==> src/rtl/ex_alu_stage_pkg.sv <==
// ex_alu_stage_pkg: ALU control code constants shared by the ALU control
// decoder and the execute stage.
//   alu_ctl_t  3-bit ALU control code type
//   ALU_*      control code values
package ex_alu_stage_pkg;

   typedef logic [2:0] alu_ctl_t;

   localparam alu_ctl_t ALU_ADD = 3'b000;
   localparam alu_ctl_t ALU_SUB = 3'b001;
   localparam alu_ctl_t ALU_AND = 3'b010;
   localparam alu_ctl_t ALU_OR  = 3'b011;
   localparam alu_ctl_t ALU_XOR = 3'b100;
   localparam alu_ctl_t ALU_SLT = 3'b101;

endpackage

==> src/rtl/ex_alu_stage_if.sv <==
// ex_alu_stage_if: ID/EX inputs and EX/MEM outputs of the execute stage.
//   i_valid/i_stall/i_flush     slot valid and hazard-unit control
//   i_alu_ctl/i_src_a/i_src_b   ALU code and operands
//   i_imm/i_alu_src             immediate and operand-B select
//   i_rd/i_reg_write/i_branch   write-back and branch tags
//   o_*                         registered EX/MEM contents and exec counter
// modport master: upstream driver; modport slave: the execute stage.
interface ex_alu_stage_if #(
   parameter int WIDTH = 32,
   parameter int RD_W  = 5,
   parameter int CNT_W = 16
);
   logic             i_valid;
   logic             i_stall;
   logic             i_flush;
   logic [2:0]       i_alu_ctl;
   logic [WIDTH-1:0] i_src_a;
   logic [WIDTH-1:0] i_src_b;
   logic [WIDTH-1:0] i_imm;
   logic             i_alu_src;
   logic [RD_W-1:0]  i_rd;
   logic             i_reg_write;
   logic             i_branch;
   logic             o_valid;
   logic [WIDTH-1:0] o_result;
   logic             o_zero;
   logic [RD_W-1:0]  o_rd;
   logic             o_reg_write;
   logic             o_branch_taken;
   logic [CNT_W-1:0] o_exec_cnt;

   modport master (
      output i_valid, i_stall, i_flush, i_alu_ctl, i_src_a, i_src_b, i_imm,
             i_alu_src, i_rd, i_reg_write, i_branch,
      input  o_valid, o_result, o_zero, o_rd, o_reg_write, o_branch_taken,
             o_exec_cnt
   );

   modport slave (
      input  i_valid, i_stall, i_flush, i_alu_ctl, i_src_a, i_src_b, i_imm,
             i_alu_src, i_rd, i_reg_write, i_branch,
      output o_valid, o_result, o_zero, o_rd, o_reg_write, o_branch_taken,
             o_exec_cnt
   );
endinterface

==> src/rtl/ex_alu_stage_alu_core.sv <==
// alu_core: combinational RV32-subset ALU.
//   a, b    operands
//   ctl     ALU control code
//   result  ALU result (0 for unlisted codes)
//   zero    result == 0
// Macro EX_XOR_EN: when defined, code 100 computes a ^ b; otherwise it is
// treated as an unlisted code.
module alu_core
   import ex_alu_stage_pkg::*;
#(
   parameter int WIDTH = 32
) (
   input  logic [WIDTH-1:0] a,
   input  logic [WIDTH-1:0] b,
   input  alu_ctl_t         ctl,
   output logic [WIDTH-1:0] result,
   output logic             zero
);

   function automatic logic slt_fn(input logic signed [WIDTH-1:0] x,
                                   input logic signed [WIDTH-1:0] y);
      return x < y;
   endfunction

   always_comb begin
      result = '0;
      case (ctl)
         ALU_ADD: result = a + b;
         ALU_SUB: result = a - b;
         ALU_AND: result = a & b;
         ALU_OR:  result = a | b;
`ifdef EX_XOR_EN
         ALU_XOR: result = a ^ b;
`endif
         ALU_SLT: result = {{(WIDTH-1){1'b0}}, slt_fn(a, b)};
         default: result = '0;
      endcase
   end

   assign zero = (result == '0);

endmodule

==> src/rtl/ex_alu_stage.sv <==
// ex_alu_stage: execute-stage ALU plus EX/MEM pipeline register.
//   i_clk   rising-edge clock
//   i_rst   synchronous active-high reset, clears every output
//   bus     ex_alu_stage_if.slave: ID/EX inputs, hazard control, EX/MEM outputs
// Register update priority: reset, then flush (kills control, data and
// counter hold), then stall (everything holds), then load.
// Macro EX_XOR_EN (in alu_core) enables the xor code.
module ex_alu_stage
   import ex_alu_stage_pkg::*;
#(
   parameter int WIDTH = 32,
   parameter int RD_W  = 5,
   parameter int CNT_W = 16
) (
   input  logic        i_clk,
   input  logic        i_rst,
   ex_alu_stage_if.slave bus
);

   logic [WIDTH-1:0] opb_p0;
   logic [WIDTH-1:0] result_p0;
   logic             zero_p0;

   logic             vld_p1;
   logic [WIDTH-1:0] result_p1;
   logic             zero_p1;
   logic [RD_W-1:0]  rd_p1;
   logic             reg_write_p1;
   logic             branch_taken_p1;
   logic [CNT_W-1:0] cnt_p1;

   assign opb_p0 = bus.i_alu_src ? bus.i_imm : bus.i_src_b;

   alu_core #(.WIDTH(WIDTH)) u_alu (
      .a      (bus.i_src_a),
      .b      (opb_p0),
      .ctl    (bus.i_alu_ctl),
      .result (result_p0),
      .zero   (zero_p0)
   );

   // EX -> EX/MEM register boundary
   always_ff @(posedge i_clk) begin
      if (i_rst) begin
         vld_p1          <= 1'b0;
         result_p1       <= '0;
         zero_p1         <= 1'b0;
         rd_p1           <= '0;
         reg_write_p1    <= 1'b0;
         branch_taken_p1 <= 1'b0;
         cnt_p1          <= '0;
      end else if (bus.i_flush) begin
         vld_p1          <= 1'b0;
         reg_write_p1    <= 1'b0;
         branch_taken_p1 <= 1'b0;
      end else if (!bus.i_stall) begin
         vld_p1          <= bus.i_valid;
         result_p1       <= result_p0;
         zero_p1         <= zero_p0;
         rd_p1           <= bus.i_rd;
         reg_write_p1    <= bus.i_reg_write & bus.i_valid;
         branch_taken_p1 <= bus.i_branch & zero_p0 & bus.i_valid;
         // Wraps silently at all-ones.
         if (bus.i_valid) cnt_p1 <= cnt_p1 + 1'b1;
      end
   end

   assign bus.o_valid        = vld_p1;
   assign bus.o_result       = result_p1;
   assign bus.o_zero         = zero_p1;
   assign bus.o_rd           = rd_p1;
   assign bus.o_reg_write    = reg_write_p1;
   assign bus.o_branch_taken = branch_taken_p1;
   assign bus.o_exec_cnt     = cnt_p1;

endmodule
==> src/flat_wrapper.sv <==
// flat-port wrapper written by rule: the top's interface ports become plain ports
module ex_alu_stage_flat import ex_alu_stage_pkg::*;
#(
   parameter int WIDTH = 32,
   parameter int RD_W  = 5,
   parameter int CNT_W = 16
)
  (i_clk, i_rst, bus_i_valid, bus_i_stall, bus_i_flush, bus_i_alu_ctl, bus_i_src_a, bus_i_src_b, bus_i_imm, bus_i_alu_src, bus_i_rd, bus_i_reg_write, bus_i_branch, bus_o_valid, bus_o_result, bus_o_zero, bus_o_rd, bus_o_reg_write, bus_o_branch_taken, bus_o_exec_cnt);
  ex_alu_stage_if #(.WIDTH(WIDTH), .RD_W(RD_W), .CNT_W(CNT_W)) bus_i ();
  input  logic i_clk;
  input  logic i_rst;
  input wire logic [$bits(bus_i.i_valid)-1:0] bus_i_valid;
  input wire logic [$bits(bus_i.i_stall)-1:0] bus_i_stall;
  input wire logic [$bits(bus_i.i_flush)-1:0] bus_i_flush;
  input wire logic [$bits(bus_i.i_alu_ctl)-1:0] bus_i_alu_ctl;
  input wire logic [$bits(bus_i.i_src_a)-1:0] bus_i_src_a;
  input wire logic [$bits(bus_i.i_src_b)-1:0] bus_i_src_b;
  input wire logic [$bits(bus_i.i_imm)-1:0] bus_i_imm;
  input wire logic [$bits(bus_i.i_alu_src)-1:0] bus_i_alu_src;
  input wire logic [$bits(bus_i.i_rd)-1:0] bus_i_rd;
  input wire logic [$bits(bus_i.i_reg_write)-1:0] bus_i_reg_write;
  input wire logic [$bits(bus_i.i_branch)-1:0] bus_i_branch;
  output wire logic [$bits(bus_i.o_valid)-1:0] bus_o_valid;
  output wire logic [$bits(bus_i.o_result)-1:0] bus_o_result;
  output wire logic [$bits(bus_i.o_zero)-1:0] bus_o_zero;
  output wire logic [$bits(bus_i.o_rd)-1:0] bus_o_rd;
  output wire logic [$bits(bus_i.o_reg_write)-1:0] bus_o_reg_write;
  output wire logic [$bits(bus_i.o_branch_taken)-1:0] bus_o_branch_taken;
  output wire logic [$bits(bus_i.o_exec_cnt)-1:0] bus_o_exec_cnt;
  assign bus_i.i_valid = bus_i_valid;
  assign bus_i.i_stall = bus_i_stall;
  assign bus_i.i_flush = bus_i_flush;
  assign bus_i.i_alu_ctl = bus_i_alu_ctl;
  assign bus_i.i_src_a = bus_i_src_a;
  assign bus_i.i_src_b = bus_i_src_b;
  assign bus_i.i_imm = bus_i_imm;
  assign bus_i.i_alu_src = bus_i_alu_src;
  assign bus_i.i_rd = bus_i_rd;
  assign bus_i.i_reg_write = bus_i_reg_write;
  assign bus_i.i_branch = bus_i_branch;
  assign bus_o_valid = bus_i.o_valid;
  assign bus_o_result = bus_i.o_result;
  assign bus_o_zero = bus_i.o_zero;
  assign bus_o_rd = bus_i.o_rd;
  assign bus_o_reg_write = bus_i.o_reg_write;
  assign bus_o_branch_taken = bus_i.o_branch_taken;
  assign bus_o_exec_cnt = bus_i.o_exec_cnt;
  ex_alu_stage #(.WIDTH(WIDTH), .RD_W(RD_W), .CNT_W(CNT_W)) u_core (.i_clk(i_clk), .i_rst(i_rst), .bus(bus_i));
endmodule
==> config.mk <==
export PLATFORM = sky130hd
export DESIGN_NAME = ex_alu_stage_flat
export DESIGN_NICKNAME = d
export VERILOG_FILES = /design/src/rtl/ex_alu_stage_pkg.sv /design/src/rtl/ex_alu_stage_if.sv /design/src/rtl/ex_alu_stage_alu_core.sv /design/src/rtl/ex_alu_stage.sv /design/src/flat_wrapper.sv
export SDC_FILE = /design/constraint.sdc
export NUM_CORES = 1
export LEC_CHECK = 0
export BUFFER_PORTS_ARGS = -buffer_cell sky130_fd_sc_hd__buf_4
export CAP_MARGIN = 10
export CORE_ASPECT_RATIO = 1.5
export CORE_MARGIN = 2
export CORE_UTILIZATION = 52
export DETAILED_ROUTE_END_ITERATION = 10
export PLACE_DENSITY = 0.82
export SETUP_SLACK_MARGIN = 0.2
export SLEW_MARGIN = 20
export SYNTH_ARGS = -nofsm -noshare
export SYNTH_HDL_FRONTEND = slang
export SYNTH_SLANG_ARGS = --single-unit
==> constraint.sdc <==
create_clock -name i_clk -period 4.7 [get_ports i_clk]
set_clock_uncertainty 0.1 [all_clocks]
set_input_delay 0.705 -clock i_clk [delete_from_list [all_inputs] [get_ports i_clk]]
set_output_delay 0.705 -clock i_clk [all_outputs]
set_load 0.05 [all_outputs]
==> results of run 1 <==
critical path, cell delays in order:
cell and delay, ns:
buf_8 0.13, buf_16 0.15, buf_4 0.15, mux2i_4 0.18, ha_1 0.30, inv_1 0.06
buf_4 0.14, a21o_4 0.22, a221o_1 0.40, o211ai_2 0.30, a21oi_2 0.13, buf_4 0.15
o2111ai_2 0.17, o31ai_1 0.10, or2_2 0.31, nand3b_1 0.17, or4_4 0.52, a211oi_2 0.20
path summary, 6_finish.rpt:
| path | endpoint | depth (start not counted) | startpoint | slack [ns] |
|---|---|---|---|---|
| worst max-delay path | u_core.bus.o_branch_taken$_SDFFE_PP0N_ | 18 | bus_i_alu_src | 0.33 |
| worst min-delay path | u_core.bus.o_rd[3]$_SDFFE_PP0P_ | 2 | u_core.bus.o_rd[3]$_SDFFE_PP0P_ | 0.35 |
| worst max register to register | u_core.bus.o_exec_cnt[15]$_SDFFE_PP0P_ | 9 | u_core.bus.o_exec_cnt[3]$_SDFFE_PP0P_ | 2.48 |
| worst min register to register | u_core.bus.o_rd[3]$_SDFFE_PP0P_ | 2 | u_core.bus.o_rd[3]$_SDFFE_PP0P_ | 0.35 |
routing by layer:
layer	up-vias	global-route usage, %
met5	-	0
met4	0	25.99
met3	183	6.386
met2	525	68.61
met1	4947	41.94
li1	4839	-
flip-flops by register name, indices dropped and copies added (netlist names):
name	cells
u_core.bus.o_result	32
u_core.bus.o_exec_cnt	16
u_core.bus.o_rd	5
u_core.bus.o_branch_taken	1
u_core.bus.o_reg_write	1
u_core.bus.o_valid	1
u_core.bus.o_zero	1
what timing repair did:
action	4_1_cts	5_1_grt
gates cloned	1	0
pin swaps	9	21
gates resized for setup	37	66
endpoints found under the setup margin	1	2
buffers inserted	2	8
cells by family (layout without fill, tap and decap cells):
kind of cell	count (synthesis)	after routing	share of synthesized area [%]
AND/OR/NAND/NOR	401	401	24.04
AO/OA/AOI/OAI	356	356	29.55
buffers and inverters	165	484	7.898
adder cells (fa/ha/maj)	111	111	16.75
flip-flops	57	57	13.62
multiplexers	45	45	5.539
XOR/XNOR	25	25	2.613
cell usage after synthesis (all sizes together), types with 22 or more instances:
cell type	number
nor2	126
ha	109
inv	96
a21oi	91
nand2	85
o21ai	68
dfxtp	57
a211oi	49
mux2i	43
clkbuf	42
nor3	34
buf	27
nand3	22
nor4	22
power by group through the flow:
stage | clock network [mW] | logic [mW] | registers (mW)
after floorplan | 0 | 0.724 | 0.601
after global placement | 0 | 1.39 | 0.527
after detailed placement | 0 | 1.41 | 0.528
after CTS | 0.640 | 1.46 | 0.518
after global routing | 0.668 | 1.66 | 0.520
final | 0.641 | 1.56 | 0.519
stage by stage:
step	utilization [%]	cell area (um2)	instances	TNS, ns	setup slack (ns)
2_1_floorplan	-	8414	1160	0	0.2195
3_3_place_gp	70.68	11090	1655	-0.3303	-0.2844
3_5_place_dp	70.68	11090	1655	-0.4397	-0.3360
4_1_cts	74.16	11640	1674	0	0.2043
5_1_grt	76.83	12060	1682	0	0.1970
6_report	76.83	12060	1682	0	0.3331
layout by cell type, fill, tap and decap left out, types with 11 or more instances in the layout:
master / synthesis / layout
buf_4: 3 / 366
nor2_1: 125 / 119
ha_1: 109 / 100
inv_1: 92 / 92
nand2_1: 85 / 85
a21oi_1: 89 / 81
o21ai_0: 62 / 59
dfxtp_1: 57 / 57
a211oi_1: 45 / 39
nor3_1: 34 / 32
mux2i_1: 43 / 22
nand3_1: 21 / 20
nor2b_1: 19 / 18
a21o_1: 18 / 17
nand4_1: 16 / 16
o211ai_1: 15 / 15
and3_1: 15 / 15
o31ai_1: 17 / 14
nor4_1: 19 / 14
mux2i_4: 0 / 13
xnor2_1: 13 / 13
or3_1: 13 / 13
xor2_1: 12 / 12
o21a_1: 11 / 11
final cells by class:
| class | count | area [um2] |
|---|---|---|
| multi-input combinational | 938 | 7151 |
| fill | 1184 | 3637 |
| timing repair buffer | 372 | 2856 |
| sequential | 57 | 1141 |
| inverter | 96 | 360.3 |
| tap | 203 | 254.0 |
| clock buffer | 10 | 229.0 |
| clock inverter | 6 | 66.31 |
==> impl_metrics.env, run 1 <==
export IMPL_outcome="finished, final reports clean"
export IMPL_highest_signal_layer="met4"
export IMPL_rsz0062_at_grt="no"
export IMPL_switching_power_mw=1.134
export IMPL_synth_seq_cells=57
export IMPL_wl_per_cell_um=20.69
export IMPL_grt_overflow_total=0
export IMPL_synth_cell_type_count=91
export IMPL_cts_num_sinks=57
export IMPL_grt_first_pass_wirelength_um=53170
export IMPL_pwr_share_seq_pct=19.1
export IMPL_cts_buffers_inserted=9
export IMPL_die_area_um2=17170
export IMPL_whs_ns=0.3549
export IMPL_synth_main_ff_cell="dfxtp_1"
export IMPL_max_freq_ghz=0.2290
export IMPL_slew_viol_final=0
export IMPL_crit_type="input pin to flip-flop"
export IMPL_clockRootBuffer="clkbuf_16"
export IMPL_async_flop_share_pct=0
export IMPL_coreArea_um2=15700
export IMPL_grt_pass1_vias=10120
export IMPL_grt_use_total_pct=39.02
export IMPL_ir_worst_vdd_mv=0.2849
export IMPL_fin_nets=1697
export IMPL_synth_edf_count=0
export IMPL_worstPathArrival_ns=4.51
export IMPL_cts_max_level=3
export IMPL_io_buffer_count=168
export IMPL_grt_max_degree=60
export IMPL_vias=10494
export IMPL_area_growth_pct=43.88
export IMPL_ys_seq_area_share_pct=13.62
export IMPL_cts_hold_buf=0
export IMPL_wl_met3_um=2335
export IMPL_yosysWarnings=0
export IMPL_die_w_um=107.7
export IMPL_p_int_mw=1.589
export IMPL_fin_crit_sh_pct=92.91
export IMPL_finalWeightedCongestion=1.071
export IMPL_synth_nets=1383
export IMPL_syn_inst=1160
export IMPL_initial_utilization_pct=53.40
export IMPL_routed_via_density=6.239
export IMPL_clk_pin_slew_ns=0.05
export IMPL_yosys_top_cells_area="ha_1 (16%), dfxtp_1 (14%), nor2_1 (5.6%), a21oi_1 (5.3%), mux2i_1 (5.1%)"
export IMPL_chipHeight_um=159.5
export IMPL_swShare_pct=41.64
export IMPL_cp_required_ns=4.84
export IMPL_wl_um=34810
export IMPL_slew_headroom_pct=39.44
export IMPL_yosysTopAreaCell="ha_1"
export IMPL_p_leak_nw=5.533
export IMPL_rows=56
export IMPL_io_pins=169
export IMPL_max_cap_violations=0
export IMPL_wl_met2_um=17170
export IMPL_cts_buffer_depth=2
export IMPL_critPathMaxFanout=6
export IMPL_first_pass_iters=5
export IMPL_postSynthAreaPerCell_um2=7.225
export IMPL_start_kind="input pin"
export IMPL_antenna_found_initial=0
export IMPL_finalHoldViolCount=0
export IMPL_synth_area_um2=8381
export IMPL_num_antenna_cells=0
export IMPL_place_detailed_hpwl_um=27340
export IMPL_drc=0
export IMPL_endpoint_kind="flip-flop"
export IMPL_clkPwrFrac_pct=23.5
export IMPL_p_comb_share_pct=57.4
export IMPL_power_density_nw_per_um2=225.9
export IMPL_total_power_mw=2.724
export IMPL_tightest_slew_ns=0.9074
export IMPL_drive_gt1_share_pct=34.08
export IMPL_dr_first_iter_drc_count=826
export IMPL_antenna_left=0
export IMPL_setup_viol=0
export IMPL_cts_tree="done"
export IMPL_m1WireLength_um=12590
export IMPL_worstHoldPathType="flip-flop to flip-flop"
export IMPL_finalCriticalPeriod_ns=4.367
export IMPL_synth_top_area_share_pct=16.27
export IMPL_clk_latency_ns=0.33
Note: power is estimated with default switching activity, not from simulation.
==> inputs of run 2 (changes only) <==
PLACE_DENSITY = 0.83   (was 0.82)
SYNTH_HIERARCHICAL = 1   (was unset)
==> impl_metrics.env, run 2 <==
export IMPL_worstPathArrival_ns=4.79
export IMPL_power_density_nw_per_um2=227.0
export IMPL_synth_seq_cells=57
export IMPL_synth_nets=1339
export IMPL_clk_latency_ns=0.33
export IMPL_first_pass_iters=6
export IMPL_synth_main_ff_cell="dfxtp_1"
export IMPL_grt_first_pass_wirelength_um=46490
export IMPL_outcome="finished, final reports clean"
export IMPL_critPathMaxFanout=6
export IMPL_crit_path_frequent_cell="a21oi_1"
export IMPL_cts_hold_buf=0
export IMPL_slew_headroom_pct=48.13
export IMPL_place_detailed_hpwl_um=23060
export IMPL_tightest_slew_ns=0.7752
export IMPL_clockRootBuffer="clkbuf_16"
export IMPL_wl_um=31280
export IMPL_drive_gt1_share_pct=38.54
export IMPL_fin_crit_sh_pct=98.77
export IMPL_finalHoldViolCount=0
export IMPL_yosysWarnings=6
export IMPL_synth_common_cells="nand2_1 (138), a21oi_1 (117), nor2_1 (113)"
export IMPL_synthAdderAreaFrac_pct=17.65
export IMPL_coreArea_um2=14930
export IMPL_grt_use_total_pct=35.16
export IMPL_fin_nets=1701
export IMPL_cts_num_sinks=57
export IMPL_finalWeightedCongestion=1.009
export IMPL_cts_tree="done"
export IMPL_vias=10166
export IMPL_yosysMostFrequentCell="nand2_1"
export IMPL_setup_viol=0
export IMPL_dr_first_iter_drc_count=838
export IMPL_critPathTopFamily="compound AO/OA/AOI/OAI gates"
export IMPL_placed_cell_area_um2=10760
export IMPL_antenna_found_initial=0
export IMPL_wl_per_cell_um=18.59
export IMPL_dpl_worst_slack_ns=-0.6068
export IMPL_synthMuxAreaShare_pct=5.379
export IMPL_crit_slowest_cell="or4_4"
export IMPL_hold_path_depth=2
export IMPL_antenna_left=0
export IMPL_routed_via_density=6.040
export IMPL_area_growth_pct=51.06
export IMPL_synth_top_family_by_area="compound AO/OA/AOI/OAI gates"
export IMPL_r2r_setup_slack_ns=2.77
export IMPL_rsz0062_at_grt="yes"
export IMPL_cts_buffers_inserted=9
export IMPL_postSynthAreaPerCell_um2=7.059
export IMPL_num_antenna_cells=0
export IMPL_p_leak_nw=5.654
export IMPL_io_buffer_count=168
export IMPL_synth_compound_area_share_pct=27.61
export IMPL_grt_max_degree=58
export IMPL_start_kind="input pin"
export IMPL_endpoint_kind="flip-flop"
export IMPL_r2r_end="u_core/bus.o_exec_cnt[15]$_SDFFE_PP0P_"
export IMPL_crit_type="input pin to flip-flop"
export IMPL_synth_area_um2=7885
export IMPL_finalSetupTns_ns=0
export IMPL_synth_top_area_share_pct=17.14
export IMPL_drc=0
export IMPL_cp_depth=21
export IMPL_path_cells="buf_12 > buf_6 > mux2_2 > inv_2 > ha_4 > buf_4 > a21oi_1 > o22ai_1 > a311o_1 > a211oi_2 > o31ai_2 > mux2i_1 > xnor2_1 > a211o_1 > or4_4 > nor4_4 > and4bb_1 > nand3_1 > nor2_1 > a21oi_1 > nor3_1"
export IMPL_max_freq_ghz=0.2154
export IMPL_reg2reg_depth=4
export IMPL_grt_overflow_total=0
export IMPL_ys_seq_area_share_pct=14.47
export IMPL_synth_edf_count=0
export IMPL_clk_pin_slew_ns=0.05
export IMPL_slew_viol_final=0
export IMPL_io_pins=169
export IMPL_max_stage_delay_ns=0.53
export IMPL_ir_worst_vdd_mv=0.1974
export IMPL_min_from="u_core/bus.o_rd[0]$_SDFFE_PP0P_"
export IMPL_largest_reg_flops=32
export IMPL_final_common_cell="buf_4"
export IMPL_initial_utilization_pct=52.80
export IMPL_r2r_start="u_core/bus.o_exec_cnt[3]$_SDFFE_PP0P_"
export IMPL_die_w_um=104.5
export IMPL_rows=55
export IMPL_hold_path_end="u_core/bus.o_rd[0]$_SDFFE_PP0P_"
export IMPL_cp_required_ns=4.85
export IMPL_max_cap_violations=0
export IMPL_async_flop_share_pct=0
export IMPL_cts_buffer_depth=2
export IMPL_synth_cell_type_count=87
export IMPL_yosysTopAreaCell="ha_1"
export IMPL_worstHoldPathType="flip-flop to flip-flop"
export IMPL_fin_ws_ns=0.05761
export IMPL_die_area_um2=16190
export IMPL_synthXorXnorAreaFrac_pct=3.777
export IMPL_synthSimpleGateAreaFrac_pct=23.07
export IMPL_syn_inst=1117
export IMPL_stdcell_area_um2=11910
export IMPL_chipHeight_um=154.8
export IMPL_grt_pass1_vias=9742
export IMPL_cts_max_level=3
export IMPL_total_power_mw=2.704
export IMPL_yosys_top_cells_area="ha_1 (17%), dfxtp_1 (14%), a21oi_1 (7.4%), nand2_1 (6.6%), nor2_1 (5.4%)"
export IMPL_critPathBufInv=4
export IMPL_finalCriticalPeriod_ns=4.642
export IMPL_final_cell_mix="buf_4 (406), nand2_1 (137), a21oi_1 (115), nor2_1 (108), ha_1 (91)"
-- run 2: final cells by class --
type | count | area (um2)
flip-flops and latches | 57 | 1141
repair buffers | 415 | 3202
well taps | 199 | 249.0
fillers | 1005 | 3022
inverters | 92 | 347.8
clock buffers | 14 | 274.0
clock inverters | 2 | 35.03
multi-input cells | 904 | 6663
-- run 2: metal layers --
metal  vias up  part of all wire (%)  track usage (%)
met3       201                   6.6            3.540
met4         0                   7.1            22.65
met1      4690                    35            36.10
met2       602                    51            66.95
li1       4673                     -                -
met5         -                     0                0
-- run 2: worst register-to-register path, cell delays in order (launching register included) --
cell     delay (ns)
dfxtp_1        0.44
and4_1         0.34
nand4_1        0.27
or4_1          0.56
a21oi_1        0.15
-- run 2: worst max-delay path by stage --
stage	start	to	slack [ns]
6_report	bus_i_alu_src	u_core/bus.o_branch_taken$_SDFFE_PP0N_	0.06
5_1_grt	bus_i_alu_src	u_core/bus.o_branch_taken$_SDFFE_PP0N_	-0.1
4_1_cts	bus_i_alu_src	u_core/bus.o_branch_taken$_SDFFE_PP0N_	0.14
3_5_place_dp	bus_i_alu_src	u_core/bus.o_branch_taken$_SDFFE_PP0N_	-0.61
3_3_place_gp	bus_i_alu_src	u_core/bus.o_branch_taken$_SDFFE_PP0N_	-0.65
2_1_floorplan	bus_i_alu_src	u_core/bus.o_branch_taken$_SDFFE_PP0N_	0.14
-- run 2: logic make-up after synthesis --
family,after synthesis
DFF,57
xor gates and xnor gates,34
adders and majority gates,110
AOI/OAI and AO/OA,332
buffers and inverters,156
muxes,37
and+or+nand+nor,391
-- run 2: report_power, final --
group          total [mW]  switching, mW  internal (mW)
Sequential          0.510        0.00956          0.500
Combinational        1.53          0.807          0.725
Clock               0.663          0.211          0.452
Total                2.70           1.03           1.68
-- run 2: metrics by stage --
stage | hold WS [ns] | cells | utilization, %
floorplan | 0.5752 | 1117 | -
global placement | 0.3426 | 1632 | 72.07
detailed placement | 0.3466 | 1632 | 72.07
CTS | 0.3532 | 1672 | 77.08
global route | 0.3778 | 1683 | 79.77
finish | 0.3538 | 1683 | 79.77
-- run 2: what timing repair did --
item,CTS,global route
setup buffers,23,10
endpoints found under the hold margin,0,0
endpoints found under the setup margin,2,2
gates resized for setup,51,53
gates cloned,1,1
pin swaps,22,28
==> inputs of run 3 (changes only) <==
CORE_UTILIZATION = 41   (was 52)
GPL_TIMING_DRIVEN = 0   (was unset)
PLACE_DENSITY = 0.68   (was 0.83)
==> impl_metrics.env, run 3 (synthesis results as in run 2) <==
export IMPL_outcome="finished with violations"
export IMPL_grt_use_total_pct=28.80
export IMPL_worstPathArrival_ns=4.93
export IMPL_cts_buffers_inserted=9
export IMPL_coreArea_um2=19010
export IMPL_cts_num_sinks=57
export IMPL_antenna_found_initial=0
export IMPL_num_antenna_cells=0
export IMPL_grt_first_pass_wirelength_um=46400
export IMPL_routed_via_density=5.818
export IMPL_crit_type="input pin to flip-flop"
export IMPL_ir_worst_vdd_mv=0.1547
export IMPL_cts_max_level=3
export IMPL_r2r_setup_slack_ns=2.59
export IMPL_stdcell_area_um2=10960
export IMPL_fin_nets=1564
export IMPL_initial_utilization_pct=41.49
export IMPL_largest_reg_flops=32
export IMPL_drc=0
export IMPL_fin_crit_sh_pct=101.8
export IMPL_placed_cell_area_um2=9549
export IMPL_max_freq_ghz=0.2090
export IMPL_endpoint_kind="flip-flop"
export IMPL_fin_ws_ns=-0.08383
export IMPL_finalWeightedCongestion=0.9959
export IMPL_dr_first_iter_drc_count=719
export IMPL_slew_viol_final=0
export IMPL_io_buffer_count=165
export IMPL_die_area_um2=20380
export IMPL_critPathMaxFanout=6
export IMPL_grt_max_degree=11
export IMPL_failed_checks="setup timing"
export IMPL_cts_tree="done"
export IMPL_first_pass_iters=6
export IMPL_p_leak_nw=4.877
export IMPL_finalCriticalPeriod_ns=4.784
export IMPL_drive_gt1_share_pct=29.92
export IMPL_setup_viol=1
export IMPL_antenna_left=0
export IMPL_grt_overflow_total=0
export IMPL_die_w_um=117.2
export IMPL_io_pins=169
export IMPL_final_cell_mix="buf_4 (205), nand2_1 (137), a21oi_1 (113), nor2_1 (107), ha_1 (93)"
export IMPL_cts_buffer_depth=2
export IMPL_finalSetupTns_ns=-0.08383
export IMPL_power_density_nw_per_um2=229.4
export IMPL_clk_pin_slew_ns=0.05
export IMPL_wl_per_cell_um=19.05
export IMPL_finalHoldViolCount=0
export IMPL_final_common_cell="buf_4"
export IMPL_start_kind="input pin"
export IMPL_place_detailed_hpwl_um=23260
export IMPL_tightest_slew_ns=0.8841
export IMPL_wl_um=30530
export IMPL_grt_pass1_vias=9091
export IMPL_clockRootBuffer="clkbuf_16"
export IMPL_rsz0062_at_grt="yes"
export IMPL_worstHoldPathType="flip-flop to flip-flop"
export IMPL_area_growth_pct=39.00
export IMPL_chipHeight_um=173.8
export IMPL_max_cap_violations=0
export IMPL_nFillCells=1838
export IMPL_clk_latency_ns=0.32
export IMPL_rows=62
export IMPL_vias=9326
export IMPL_slew_headroom_pct=40.84
export IMPL_cp_required_ns=4.84
-- run 3: changes by cell type in the layout (fill, tap and decap cells not counted), moves of 3 or more --
cell      before  now
o21ai_2        5    2
buf_12         2    5
nor2_4         0    3
inv_4          1    4
buf_1          0    5
buf_4        406  205
buf_2          0   11
a21o_4         2    6
clkbuf_1       2   33
inv_1         83   78
buf_6          5   17
mux2_2        28   22
mux2_4         5   11
-- run 3: metrics by stage --
step / setup WS (ns) / util, % / power [mW] / cells / hold WS (ns)
5_1_grt: -0.2803 / 57.67 / 2.641 / 1603 / 0.3687
2_1_floorplan: 0.1377 / - / 1.262 / 1117 / 0.5752
4_1_cts: -0.01007 / 56.45 / 2.419 / 1599 / 0.3539
3_5_place_dp: -0.7446 / 50.24 / 1.597 / 1538 / 0.3477
3_3_place_gp: -1.001 / 50.24 / 1.587 / 1538 / 0.3427
6_report: -0.08383 / 57.67 / 2.514 / 1603 / 0.3536
-- run 3: worst max-delay path, cell delays in order --
cell,delay (ns)
clkbuf_16,0.15
buf_12,0.14
mux2_4,0.31
buf_4,0.14
ha_1,0.21
a21o_4,0.23
a211oi_4,0.30
o2111ai_2,0.21
a31oi_4,0.24
or3_1,0.13
o211ai_1,0.14
o21a_1,0.21
a2111o_1,0.41
or4b_4,0.55
nor4_2,0.13
and4bb_1,0.28
nand3_1,0.10
nor2_1,0.13
a21oi_1,0.05
nor3_1,0.16
-- run 3: path summary, 6_finish.rpt --
path | from | endpoint | depth (start not counted)
max reg2reg | u_core/bus.o_exec_cnt[2]$_SDFFE_PP0P_ | u_core/bus.o_exec_cnt[15]$_SDFFE_PP0P_ | 5
max | bus_i_alu_src | u_core/bus.o_branch_taken$_SDFFE_PP0N_ | 20
min reg2reg | u_core/bus.o_rd[4]$_SDFFE_PP0P_ | u_core/bus.o_rd[4]$_SDFFE_PP0P_ | 2
min | u_core/bus.o_rd[4]$_SDFFE_PP0P_ | u_core/bus.o_rd[4]$_SDFFE_PP0P_ | 2
-- run 3: what timing repair did --
item / in CTS / in global routing
hold buffers: 0 / 0
buffers inserted: 43 / 4
endpoints found under the setup margin: 2 / 3
resized for setup: 110 / 44
gates cloned: 2 / 0
pin swaps: 29 / 31
-- run 3: final cells by class --
type / count / area, um2 / area share, %
plain buffers: 64 / 406.6 / 3.710
clock buffers: 13 / 250.2 / 2.283
clock inverters: 3 / 40.04 / 0.3653
inverters: 92 / 355.3 / 3.242
multi-input cells: 904 / 6729 / 61.39
flip-flops and latches: 57 / 1141 / 10.41
well taps: 256 / 320.3 / 2.922
repair buffers: 214 / 1718 / 15.67
-- run 3: report_power, final --
group / internal, mW / leakage [nW] / switching [mW]
registers: 0.500 / 0.462 / 0.00970
logic: 0.595 / 4.27 / 0.782
clock network: 0.422 / 0.144 / 0.205
total: 1.52 / 4.88 / 0.996
-- run 3: metal layers --
layer,global-route usage (%),vias up,share of wire [%]
met1,30.44,4324,35
met3,3.007,134,6.6
met5,0,-,0
met4,16.32,0,6.6
li1,-,4402,-
met2,53.42,466,52
